`src/rtl/snake_body_streamer_pkg.sv`:
```
// Shared snake geometry, FSM states and direction encoding.
// The renderer imports the same definitions to decode the body stream.
package snake_body_streamer_pkg;

    localparam int unsigned SNAKE_LENGTH_BIT = 4;
    localparam int unsigned SNAKE_LENGTH_MAX = 16;
    localparam int unsigned GRID_W           = 124;
    localparam int unsigned GRID_H           = 81;
    localparam int unsigned COORD_W          = 7;
    // One extra bit so a completely full body (SNAKE_LENGTH_MAX) is representable.
    localparam int unsigned LEN_W            = SNAKE_LENGTH_BIT + 1;

    typedef enum logic [1:0] {
        ST_RUN,
        ST_SHIFT,
        ST_SCAN,
        ST_DEAD
    } snake_state_e;

    typedef enum logic [3:0] {
        DIR_UP    = 4'b1000,
        DIR_DOWN  = 4'b0100,
        DIR_LEFT  = 4'b0010,
        DIR_RIGHT = 4'b0001
    } snake_dir_e;

    function automatic snake_dir_e opposite_dir(snake_dir_e d);
        case (d)
            DIR_UP:   return DIR_DOWN;
            DIR_DOWN: return DIR_UP;
            DIR_LEFT: return DIR_RIGHT;
            default:  return DIR_LEFT;
        endcase
    endfunction

    // Highest-priority request wins (up > down > right > left); a reversal is ignored.
    function automatic snake_dir_e next_dir(snake_dir_e cur, logic req_up, logic req_down,
                                            logic req_left, logic req_right);
        snake_dir_e req;
        req = cur;
        if (req_up)         req = DIR_UP;
        else if (req_down)  req = DIR_DOWN;
        else if (req_right) req = DIR_RIGHT;
        else if (req_left)  req = DIR_LEFT;
        return (req == opposite_dir(cur)) ? cur : req;
    endfunction

endpackage

```
`src/rtl/snake_body_streamer.sv`:
```
// Snake position state (head, body shift register, length, direction) with
// move/grow/collision handling and a free-running body-coordinate stream.
module snake_body_streamer
    import snake_body_streamer_pkg::*;
#(
    parameter logic [COORD_W-1:0] START_X     = 7'd62,
    parameter logic [COORD_W-1:0] START_Y     = 7'd40,
    parameter int unsigned        INIT_LENGTH = 3
) (
    input  logic                        clock_25,
    input  logic                        reset,
    input  logic                        move_tick,
    input  logic                        restart,
    input  logic                        grow,
    input  logic                        up,
    input  logic                        down,
    input  logic                        left,
    input  logic                        right,
    output logic [COORD_W-1:0]          snake_head_x,
    output logic [COORD_W-1:0]          snake_head_y,
    output logic [COORD_W-1:0]          snake_body_x,
    output logic [COORD_W-1:0]          snake_body_y,
    output logic [SNAKE_LENGTH_BIT-1:0] body_count,
    output logic [SNAKE_LENGTH_BIT-1:0] snake_length,
    output logic                        dir_up,
    output logic                        dir_down,
    output logic                        dir_left,
    output logic                        dir_right,
    output logic                        busy,
    output logic                        game_over
);

    function automatic logic [COORD_W-1:0] init_x(int unsigned i);
        return (i < INIT_LENGTH) ? START_X - COORD_W'(i + 1) : '1;
    endfunction

    function automatic logic [COORD_W-1:0] init_y(int unsigned i);
        return (i < INIT_LENGTH) ? START_Y : '1;
    endfunction

    snake_state_e                state_q, state_d;
    snake_dir_e                  dir_q, dir_d;
    logic [COORD_W-1:0]          head_x_q, head_x_d, head_y_q, head_y_d;
    logic [COORD_W-1:0]          body_x_q [SNAKE_LENGTH_MAX];
    logic [COORD_W-1:0]          body_x_d [SNAKE_LENGTH_MAX];
    logic [COORD_W-1:0]          body_y_q [SNAKE_LENGTH_MAX];
    logic [COORD_W-1:0]          body_y_d [SNAKE_LENGTH_MAX];
    logic [LEN_W-1:0]            len_q, len_d, scan_idx_q, scan_idx_d;
    logic                        grow_pending_q, grow_pending_d;
    logic                        game_over_q, game_over_d;
    logic                        busy_q, busy_d;
    logic [SNAKE_LENGTH_BIT-1:0] body_count_q, body_count_d;
    logic [COORD_W-1:0]          stream_x_q, stream_x_d, stream_y_q, stream_y_d;
    logic                        wall_hit;

    always_comb begin
        wall_hit = (dir_q == DIR_LEFT  && head_x_q == '0) ||
                   (dir_q == DIR_RIGHT && head_x_q == COORD_W'(GRID_W - 1)) ||
                   (dir_q == DIR_UP    && head_y_q == '0) ||
                   (dir_q == DIR_DOWN  && head_y_q == COORD_W'(GRID_H - 1));
    end

    always_comb begin
        state_d        = state_q;
        dir_d          = dir_q;
        head_x_d       = head_x_q;
        head_y_d       = head_y_q;
        body_x_d       = body_x_q;
        body_y_d       = body_y_q;
        len_d          = len_q;
        scan_idx_d     = scan_idx_q;
        grow_pending_d = grow_pending_q;
        game_over_d    = game_over_q;
        // Stream reads the pre-edge body so each x/y pair comes from one snapshot.
        body_count_d   = body_count_q + 1'b1;
        stream_x_d     = body_x_q[body_count_d];
        stream_y_d     = body_y_q[body_count_d];

        if (restart) begin
            state_d        = ST_RUN;
            dir_d          = DIR_RIGHT;
            head_x_d       = START_X;
            head_y_d       = START_Y;
            len_d          = LEN_W'(INIT_LENGTH);
            scan_idx_d     = '0;
            grow_pending_d = 1'b0;
            game_over_d    = 1'b0;
            body_count_d   = '0;
            stream_x_d     = init_x(0);
            stream_y_d     = init_y(0);
            for (int unsigned i = 0; i < SNAKE_LENGTH_MAX; i++) begin
                body_x_d[i] = init_x(i);
                body_y_d[i] = init_y(i);
            end
        end else begin
            case (state_q)
                ST_RUN: begin
                    dir_d = next_dir(dir_q, up, down, left, right);
                    if (grow)      grow_pending_d = 1'b1;
                    if (move_tick) state_d = ST_SHIFT;
                end
                ST_SHIFT: begin
                    if (wall_hit) begin
                        game_over_d = 1'b1;
                        state_d     = ST_DEAD;
                    end else begin
                        for (int unsigned i = 1; i < SNAKE_LENGTH_MAX; i++) begin
                            body_x_d[i] = body_x_q[i-1];
                            body_y_d[i] = body_y_q[i-1];
                        end
                        body_x_d[0] = head_x_q;
                        body_y_d[0] = head_y_q;
                        case (dir_q)
                            DIR_UP:   head_y_d = head_y_q - 1'b1;
                            DIR_DOWN: head_y_d = head_y_q + 1'b1;
                            DIR_LEFT: head_x_d = head_x_q - 1'b1;
                            default:  head_x_d = head_x_q + 1'b1;
                        endcase
                        if (grow_pending_q && len_q < LEN_W'(SNAKE_LENGTH_MAX))
                            len_d = len_q + 1'b1;
                        grow_pending_d = grow;
                        scan_idx_d     = '0;
                        state_d        = ST_SCAN;
                    end
                end
                ST_SCAN: begin
                    if (grow) grow_pending_d = 1'b1;
                    // Index len_q is the closing cycle of the scan; no segment is compared there.
                    if (scan_idx_q == len_q) begin
                        state_d = ST_RUN;
                    end else if (head_x_q == body_x_q[scan_idx_q[SNAKE_LENGTH_BIT-1:0]] &&
                                 head_y_q == body_y_q[scan_idx_q[SNAKE_LENGTH_BIT-1:0]]) begin
                        game_over_d = 1'b1;
                        state_d     = ST_DEAD;
                    end else begin
                        scan_idx_d = scan_idx_q + 1'b1;
                    end
                end
                default: ;
            endcase
        end

        busy_d = (state_d == ST_SHIFT) || (state_d == ST_SCAN);
    end

    always_ff @(posedge clock_25 or negedge reset) begin
        if (!reset) begin
            state_q        <= ST_RUN;
            dir_q          <= DIR_RIGHT;
            head_x_q       <= START_X;
            head_y_q       <= START_Y;
            len_q          <= LEN_W'(INIT_LENGTH);
            scan_idx_q     <= '0;
            grow_pending_q <= 1'b0;
            game_over_q    <= 1'b0;
            busy_q         <= 1'b0;
            body_count_q   <= '0;
            stream_x_q     <= init_x(0);
            stream_y_q     <= init_y(0);
            for (int unsigned i = 0; i < SNAKE_LENGTH_MAX; i++) begin
                body_x_q[i] <= init_x(i);
                body_y_q[i] <= init_y(i);
            end
        end else begin
            state_q        <= state_d;
            dir_q          <= dir_d;
            head_x_q       <= head_x_d;
            head_y_q       <= head_y_d;
            len_q          <= len_d;
            scan_idx_q     <= scan_idx_d;
            grow_pending_q <= grow_pending_d;
            game_over_q    <= game_over_d;
            busy_q         <= busy_d;
            body_count_q   <= body_count_d;
            stream_x_q     <= stream_x_d;
            stream_y_q     <= stream_y_d;
            body_x_q       <= body_x_d;
            body_y_q       <= body_y_d;
        end
    end

    assign snake_head_x = head_x_q;
    assign snake_head_y = head_y_q;
    assign snake_body_x = stream_x_q;
    assign snake_body_y = stream_y_q;
    assign body_count   = body_count_q;
    // A completely full body wraps to 0 on this narrower port.
    assign snake_length = len_q[SNAKE_LENGTH_BIT-1:0];
    assign dir_up       = (dir_q == DIR_UP);
    assign dir_down     = (dir_q == DIR_DOWN);
    assign dir_left     = (dir_q == DIR_LEFT);
    assign dir_right    = (dir_q == DIR_RIGHT);
    assign busy         = busy_q;
    assign game_over    = game_over_q;

endmodule

```
`config.mk`:
```
export PLATFORM = sky130hd
export DESIGN_NAME = snake_body_streamer
export DESIGN_NICKNAME = d
export VERILOG_FILES = /design/src/rtl/snake_body_streamer_pkg.sv /design/src/rtl/snake_body_streamer.sv
export SDC_FILE = /design/constraint.sdc
export NUM_CORES = 1
export LEC_CHECK = 0
export CAP_MARGIN = 10
export CORE_ASPECT_RATIO = 1.1
export CORE_UTILIZATION = 55
export DETAILED_ROUTE_END_ITERATION = 10
export MAX_ROUTING_LAYER = met4
export PLACE_DENSITY_LB_ADDON = 0.05
export SLEW_MARGIN = 20
export SYNTH_ARGS = -nofsm -noshare
export SYNTH_HDL_FRONTEND = slang
export SYNTH_SLANG_ARGS = --single-unit
export TNS_END_PERCENT = 30
```
`constraint.sdc`:
```
create_clock -name clock_25 -period 3.1 [get_ports clock_25]
set_input_delay 0.31 -clock clock_25 [delete_from_list [all_inputs] [get_ports clock_25]]
set_output_delay 0.31 -clock clock_25 [all_outputs]
set_load 0.01 [all_outputs]
```
# Word-level counts from Yosys, hierarchy flattened
# Index checks and enable logic that the tools add are counted.
totals:
  reg_bits: 275
  in_bits: 9
  elab_cells: 173
  out_inout_bits: 42
classes:
  bitwise_logic: 2
  order_cmp: 3
  n_addsub: 7
  n_reduce_logical: 29
  n_eq_ne: 23
  muxes: 65
ops:
  columns: ["cell", "n"]
  rows:
  - ["$mux W112", 6]
  - ["$bmux W7 S4", 4]
  - ["$mux W7", 16]
  - ["$mux W4", 12]
  - ["$mux W5", 8]
  - ["$pmux W7 S2", 2]
  - ["$ne A3 B3 Y1 const B", 5]
  - ["$add A7 B1 Y7 const B", 2]
  - ["$eq A7 B7 Y1", 2]
  - ["$eq A7 B7 Y1 const B", 2]
  - ["$logic_not A7 Y1", 2]
  - ["$sub A7 B1 Y7 const B", 2]
  - ["$pmux W4 S3", 1]
  - ["$reduce_and A3 Y1", 4]
  - ["$add A5 B1 Y5 const B", 2]
  - ["$ge A5 B5 Y1 const B", 2]
  - ["$not A4 Y5", 2]
  - ["$pmux W5 S2", 1]
  - ["$reduce_bool A3 Y1", 3]
  - ["$mux W1", 8]
  - ["$mux W2", 4]
  - ["$reduce_and A4 Y1", 2]
  - ["$logic_and A1 B1 Y1", 6]
  - ["$pmux W2 S3", 1]
  - ["other kinds (19)", 30]

# Longest topological paths before layout
# Gate-level depths: netlist (run 1).
logic_depth:
  word_depth: 12
  ltp_mapped: 13
  depth_no_buf: 11

# Worst setup path after synthesis (run 1)
# OpenSTA, ideal clock, no wires.
synth_path:
  path_type: "flip-flop to flip-flop"
  startpoint: "register body_count_q[0], in the netlist body_count[0]"
  endpoint: "register stream_y_q[2], in the netlist snake_body_y[2]"
  setup_slack_ns: 0.293
  path_buffers: 3
  arrival_time_ns: 2.665
  period_less_slack_ns: 2.807
  t_required_ns: 2.958
  stages_incl_launch_ff: 8
  setup_time_ns: 0.142
  path_cell_list: "dfrtp_1 ha_1 buf_2 buf_1 buf_2 mux4_2 mux2i_1 a211oi_1"
synth_via:
  elab_chain_cells: 6
synth_lines:
  columns: ["item", "line_no", "source"]
  rows:
  - ["start, declared", "snake_body_streamer.sv:52", "logic [SNAKE_LENGTH_BIT-1:0] body_count_q, body_count_d;"]
  - ["start signal, assigned", "snake_body_streamer.sv:174", "body_count_q <= body_count_d;"]
  - ["$add A4 B1 Y4", "snake_body_streamer.sv:75", "body_count_d = body_count_q + 1'b1;"]
  - ["$not A4 Y5 (not written as such)", "snake_body_streamer.sv:77", "stream_y_d = body_y_q[body_count_d];"]
  - ["$bmux W7 S4", "snake_body_streamer.sv:77", null]
  - ["$mux W7 (not written as such) (2 in a row)", "snake_body_streamer.sv:77", null]
  - ["$mux W7", "snake_body_streamer.sv:79", "if (restart) begin"]
  - ["net stream_y_d[2]", "snake_body_streamer.sv:53", "logic [COORD_W-1:0] stream_x_q, stream_x_d, stream_y_q, stream_y_d;"]
  - ["end signal, assigned", "snake_body_streamer.sv:159", "stream_y_q <= init_y(0);"]
  - ["end signal, assigned", "snake_body_streamer.sv:176", "stream_y_q <= stream_y_d;"]
  - ["end, declared", "snake_body_streamer.sv:53", null]
# The timed path passes the listed nets, and every way through them passes these cells. The select of a mux whose other input is x is not followed.
# A chain may end at the register's enable or synchronous reset.

# Worst setup path in the final report (run 1)
layout_path:
  startpoint: "register scan_idx_q[0]"
  endpoint: "register scan_idx_q[3]"
layout_via:
  elab_chain_cells: 8
  word_cells_on_any_way: 19
  classes_between: "add/sub (1); eq/ne (5); mux (10); bitwise (1); reduce/logical (2)"
layout_lines:
  columns: ["item", "line_no", "source"]
  rows:
  - ["start, declared", "snake_body_streamer.sv:48", "logic [LEN_W-1:0] len_q, len_d, scan_idx_q, scan_idx_d;"]
  - ["start signal, assigned", "snake_body_streamer.sv:170", "scan_idx_q <= scan_idx_d;"]
  - ["$not A4 Y5 (not written as such)", "snake_body_streamer.sv:131, snake_body_streamer.sv:132", null]
  - ["$bmux W7 S4 (on tied branches)", "snake_body_streamer.sv:131, snake_body_streamer.sv:132", null]
  - ["$mux W7 (on tied branches) (2 in a row)", "snake_body_streamer.sv:131, snake_body_streamer.sv:132", null]
  - ["$eq A7 B7 Y1 (on tied branches)", "snake_body_streamer.sv:131, snake_body_streamer.sv:132", null]
  - ["$logic_and A1 B1 Y1", "snake_body_streamer.sv:131", "end else if (head_x_q == body_x_q[scan_idx_q[SNAKE_LENGTH_BIT-1:0]] &&"]
  - ["$ne A3 B3 Y1 (no source line)", null, null]
  - ["$reduce_and A4 Y1 (no source line)", null, null]
# Parallel ways exist; a longest one is shown, timed or not. The select of a mux whose other input is x is not followed.

==> results of run 1 <==
cell type report:
| class | count | area [µm²] |
|---|---|---|
| clock buffers | 44 | 905 |
| clock inverters | 12 | 114 |
| fillers | 2290 | 10400 |
| inverters | 20 | 75.1 |
| multi-input cells | 1146 | 8350 |
| flip-flops and latches | 275 | 7160 |
| well taps | 368 | 460 |
| repair buffers | 119 | 1290 |
metrics by stage:
stage	worst slack [ns]	cells
2_1_floorplan	0.293	1570
3_3_place_gp	0.156	1920
3_5_place_dp	0.135	1920
4_1_cts	0.115	1977
5_1_grt	0.00364	1984
6_report	0.100	1984
worst max-delay path, stage by stage (launching register included):
cell and delay [ns]:
dfrtp_4 0.49, buf_12 0.16, mux4_2 0.53, a21oi_1 0.16, a211oi_1 0.08, a311oi_1 0.29
o21ai_1 0.10, or4_4 0.45, or3_4 0.39, a31oi_1 0.16, a21oi_1 0.06
Yosys cell counts, types with 7 or more instances:
library cell	count	area [µm²]
mux2i_1	54	541
a211oi_1	21	158
nor3_1	13	65.1
or2_2	9	56.3
buf_2	32	160
mux4_2	102	2300
nor2_1	37	139
nand2_1	473	1780
ha_1	13	163
o21ai_0	10	50.1
inv_1	20	75.1
xnor2_1	21	184
nor2b_1	17	106
buf_6	7	78.8
dfrtp_1	56	1400
xor2_1	11	96.3
a211o_1	9	78.8
nand3_1	13	65.1
nand3b_1	204	1530
buf_1	9	33.8
clkbuf_1	75	282
dfstp_2	219	5750
a21oi_1	52	260
a22oi_1	14	105
cell usage in the layout (no fill, tap or decap), drive strengths merged, types with 3 or more instances in the layout:
cell type and instances:
a211o 9, a211oi 21, a21o 3, a21oi 53, a22o 6, a22oi 14, a31oi 6, buf 69
clkbuf 45, clkdlybuf4s50 48, clkinv 8, dfrtp 56, dfstp 219, ha 13, inv 21, mux2 3
mux2i 54, mux4 102, nand2 473, nand3 13, nand3b 204, nand4 6, nor2 37, nor2b 17
nor3 14, nor4 3, o211ai 3, o21ai 13, o31ai 4, or2 9, or3 4, or4 3
xnor2 21, xor2 11
sequential cells by signal, summed over array words and instances (netlist names), 2 cells and up:
| name | cells |
|---|---|
| body_x_q | 112 |
| body_y_q | 112 |
| snake_body_x | 7 |
| snake_body_y | 7 |
| snake_head_x | 7 |
| snake_head_y | 7 |
| len_q | 5 |
| scan_idx_q | 5 |
| body_count | 4 |
| dir_q | 4 |
| state_q | 2 |
cell families (layout without fill, tap and decap cells):
family	count (synthesis)	in the layout	synth area share, %
xor+xnor	32	32	1.74
fa+ha+maj	15	15	1.26
buf+inv	149	195	4.19
simple gates	793	793	24.5
flops	275	275	44.4
compound gates	147	147	6.01
mux	159	159	17.8
metal layers:
layer	track usage (%)	vias to the layer above	wire (µm)
li1	-	5550	-
met1	41.8	6214	18800
met2	44.0	359	19500
met3	4.75	96	2460
met4	9.43	0	1270
met5	-	-	0
worst paths after layout:
check / endpoint / slack (ns) / start
max in group asynchronous: body_x_q[14]$_DFFE_PN1P_ / 1.89 / reset
max reg2reg: scan_idx_q[3]$_DFFE_PN0P_ / 0.10 / scan_idx_q[0]$_DFFE_PN0P_
max: scan_idx_q[3]$_DFFE_PN0P_ / 0.10 / scan_idx_q[0]$_DFFE_PN0P_
min reg2reg: body_x_q[18]$_DFFE_PN1P_ / 0.49 / body_x_q[25]$_DFFE_PN1P_
min in group asynchronous: snake_head_y[1]$_DFFE_PN0P_ / 0.33 / reset
min: body_count[0]$_DFF_PN0_ / 0.23 / restart
power breakdown:
part           internal (W)  switching, W
clock network       0.00218       0.00150
logic               0.00143       0.00155
registers           0.00440      0.000554
timing repair:
item	4_1_cts	5_1_grt
endpoints found under the hold margin	26	0
setup endpoints to repair	0	6
gates resized for setup	0	10
setup buffers	0	6
hold buffers	1	0
==> impl_metrics.env, run 1 <==
export IMPL_synthArstFlopShare_pct=100
export IMPL_gr_total_overflow=0
export IMPL_nNetsFinal=1616
export IMPL_syn_nets=1594
export IMPL_syn_inst=1570
export IMPL_worst_setup_path_end_kind="flip-flop"
export IMPL_r2r_cells=10
export IMPL_drv_cap=0
export IMPL_hp_class="in -> reg"
export IMPL_port_buffers=50
export IMPL_drcViolationCount=0
export IMPL_grt_pass1_vias=12200
export IMPL_worstPathMaxFanout=12
export IMPL_finalInstanceArea_um2=18400
export IMPL_diodes=0
export IMPL_start_util_pct=56.1
export IMPL_clock_path_buffers=3
export IMPL_whs_ns=0.226
export IMPL_grt_pass1_wl_um=67600
export IMPL_area_growth_pct=14.0
export IMPL_yosys_cell_types_count=62
export IMPL_hold_depth=2
export IMPL_clkTransAtPathRegs_ns=0.06
export IMPL_period_needed_ns=3.00
export IMPL_cts_tree="built"
export IMPL_post_dp_hpwl_um=26600
export IMPL_yosys_most_used_dff="dfstp_2"
export IMPL_setup_tns_ns=0
export IMPL_die_area_um2=30000
export IMPL_ys_warn_count=0
export IMPL_arrival_ns=3.42
export IMPL_slew_limit_headroom_pct=42.3
export IMPL_rsz0062_at_grt="false"
export IMPL_drt_iter0_drc=1070
export IMPL_p_leak_nw=7.46
export IMPL_tightest_slew_ns=0.864
export IMPL_synth_seq_cells=275
export IMPL_skew_ns=0.0129
export IMPL_ant_nets=0
export IMPL_netlist_area_um2=16100
export IMPL_start_kind="flip-flop"
export IMPL_via_per_inst=6.16
export IMPL_synth_edf_count=0
export IMPL_antenna_found_initial=0
export IMPL_drive_gt1_share_pct=29.3
export IMPL_numCtsBuffers=30
export IMPL_die_w_um=165
export IMPL_irDropWorstVdd_mv=0.582
export IMPL_die_h_um=181
export IMPL_finish_utilization_pct=63.9
export IMPL_insertion_delay_ns=0.56
export IMPL_cts_max_level=1
export IMPL_timing_final_setup_violations=0
export IMPL_finalHoldViolations=0
export IMPL_cts_sinks=275
export IMPL_avgSynthCellArea_um2=10.3
export IMPL_crit_required_ns=3.52
export IMPL_grt_max_degree=137
export IMPL_rows=65
export IMPL_ioPinCount=51
export IMPL_core_area_um2=28700
export IMPL_seq_area_frac_synth_pct=44.4
export IMPL_routed_wl_um=42000
export IMPL_root_buffer="clkbuf_16"
export IMPL_p_total_w=0.0116
export IMPL_p_per_area_nw_per_um2=632
export IMPL_via_count=12200
export IMPL_maxSlewViolCount=0
export IMPL_wire_per_inst_um=21.1
export IMPL_critPathKind="reg -> reg"
export IMPL_grt_use_total_pct=29.7
export IMPL_period_share_pct=96.8
export IMPL_status="complete, no violations"
export IMPL_fmax_mhz=333
export IMPL_firstDrtPassIters=5
export IMPL_globalplace_congestion=0.939
export IMPL_dpl_cell_area_um2=17200
Note: power is estimated with default switching activity, not from simulation.
==> run 2: changes to the inputs <==
- SLEW_MARGIN: 20 -> unset
==> results of run 2 <==
No change in the layout: final DEF, timing and power equal those of run 1.
==> run 3: changes to the inputs <==
- SKIP_CTS_REPAIR_TIMING: unset -> 1
==> impl_metrics.env, run 3 (synthesis gave the netlist of run 1 again) <==
export IMPL_status="complete, no violations"
export IMPL_start_kind="flip-flop"
export IMPL_ff2ff_setup_slack_ns=0.1
export IMPL_fill_cells=2290
export IMPL_r2r_cells=11
export IMPL_reg_top3="body_x_q: 112 flops, body_y_q: 112 flops"
export IMPL_core_area_um2=28700
export IMPL_final_common_cell="nand2_1"
export IMPL_drv_cap=0
export IMPL_critPathKind="reg -> reg"
export IMPL_post_dp_hpwl_um=26600
export IMPL_via_count=12300
export IMPL_timing_final_setup_violations=0
export IMPL_setup_tns_ns=0
export IMPL_tightest_slew_ns=0.864
export IMPL_period_needed_ns=3.00
export IMPL_worst_path_stages=11
export IMPL_ioPinCount=51
export IMPL_p_leak_nw=7.46
export IMPL_hp_class="in -> reg"
export IMPL_slew_limit_headroom_pct=42.2
export IMPL_period_share_pct=96.9
export IMPL_grt_pass1_wl_um=67600
export IMPL_wl_met3_um=2730
export IMPL_skew_ns=0.0122
export IMPL_rows=65
export IMPL_slowest_stage="dfrtp_4"
export IMPL_ant_nets=0
export IMPL_r2r_end="scan_idx_q[3]$_DFFE_PN0P_"
export IMPL_clock_path_buffers=3
export IMPL_crit_required_ns=3.52
export IMPL_fmax_mhz=333
export IMPL_maxSlewViolCount=0
export IMPL_met1_length_um=18600
export IMPL_insertion_delay_ns=0.56
export IMPL_die_h_um=181
export IMPL_cp_top_family="simple AND/OR/NAND/NOR gates"
export IMPL_grt_use_total_pct=29.7
export IMPL_area_sequential_um2=7160
export IMPL_wl_met2_um=19300
export IMPL_p_per_area_nw_per_um2=632
export IMPL_critical_path_max_stage_delay_ns=0.49
export IMPL_antenna_found_initial=0
export IMPL_cts_sinks=275
export IMPL_numCtsBuffers=30
export IMPL_drive_gt1_share_pct=29.3
export IMPL_wire_per_inst_um=21.1
export IMPL_irDropWorstVdd_mv=0.582
export IMPL_worst_setup_path_end_kind="flip-flop"
export IMPL_drcViolationCount=0
export IMPL_port_buffers=50
export IMPL_crit_path_cell_trace="buf_12, buf_4, mux4_2, nand2_1, nor3_1, a311oi_1, o21ai_1, or4_4, or3_4, a31oi_1, a21oi_1"
export IMPL_worstPathMaxFanout=12
export IMPL_rsz0062_at_grt="false"
export IMPL_highest_layer="met4"
export IMPL_multiInputGateArea_um2=8350
export IMPL_grt_max_degree=137
export IMPL_diodes=0
export IMPL_cts_tree="built"
export IMPL_start_util_pct=56.1
export IMPL_globalplace_congestion=0.939
export IMPL_worstSetupEndpoint="scan_idx_q[3]$_DFFE_PN0P_"
export IMPL_die_area_um2=30000
export IMPL_gr_total_overflow=0
export IMPL_area_growth_pct=14.0
export IMPL_startpoint="scan_idx_q[0]$_DFFE_PN0P_"
export IMPL_nNetsFinal=1616
export IMPL_die_w_um=165
export IMPL_clkTransAtPathRegs_ns=0.06
export IMPL_routed_wl_um=41900
export IMPL_cts_max_level=1
export IMPL_finalHoldViolations=0
export IMPL_hold_depth=2
export IMPL_drt_iter0_drc=1085
export IMPL_grt_pass1_vias=12200
export IMPL_cp_num_buf_inv=2
export IMPL_root_buffer="clkbuf_16"
export IMPL_r2r_start="scan_idx_q[0]$_DFFE_PN0P_"
export IMPL_arrival_ns=3.43
export IMPL_finish_utilization_pct=63.9
export IMPL_final_cell_mix="nand2_1 (473), dfstp_2 (219), nand3b_1 (204)"
export IMPL_firstDrtPassIters=5
export IMPL_via_per_inst=6.18
[run 3: cell counts in the layout (fill, tap and decap cells not counted)]
No cell type changed its count.
[run 3: report_power, final]
part,leakage [nW],switching (W),total (W),internal (W)
clock network,0.510,0.00150,0.00368,0.00218
logic,3.88,0.00155,0.00298,0.00143
registers,3.07,0.000554,0.00495,0.00440
total,7.46,0.00360,0.0116,0.00801
[run 3: stage by stage]
stage	instances	total power, W	hold WS, ns	instance area (µm²)	worst slack [ns]
5_1_grt	1984	0.0122	0.239	18400	0.00364
3_5_place_dp	1920	0.00792	0.347	17200	0.135
2_1_floorplan	1570	0.00694	0.0144	16100	0.293
3_3_place_gp	1920	0.00784	0.342	17200	0.156
6_report	1984	0.0116	0.227	18400	0.0953
4_1_cts	1976	0.0116	-0.243	18200	0.115
[run 3: worst min-delay path by stage]
stage	startpoint	to	slack (ns)
floorplan	reset	body_count[0]$_DFF_PN0_	0.01
global placement	reset	snake_head_y[6]$_DFFE_PN0P_	0.34
detailed placement	reset	snake_head_y[6]$_DFFE_PN0P_	0.35
CTS	reset	snake_head_y[6]$_DFFE_PN0P_	-0.24
global route	restart	body_count[3]$_DFF_PN0_	0.24
finish	restart	body_count[0]$_DFF_PN0_	0.23
[run 3: cell type report]
type	instances	area share [%]
flip-flops and latches	275	39.0
inverters	20	0.409
repair buffers	119	7.03
clock inverters	12	0.620
clock buffers	44	4.93
well taps	368	2.51
multi-input cells	1146	45.5
[run 3: worst register-to-register path: stages (launching register included)]
cell and delay [ns]:
dfrtp_4 0.49, buf_12 0.17, buf_4 0.16, mux4_2 0.50, nand2_1 0.11, nor3_1 0.06
a311oi_1 0.22, o21ai_1 0.10, or4_4 0.45, or3_4 0.39, a31oi_1 0.17, a21oi_1 0.07
[run 3: routing by layer]
metal,track usage [%],vias up
met3,4.75,94
met2,44.0,394
met1,41.8,6219
li1,-,5549
met4,9.43,0
met5,-,-
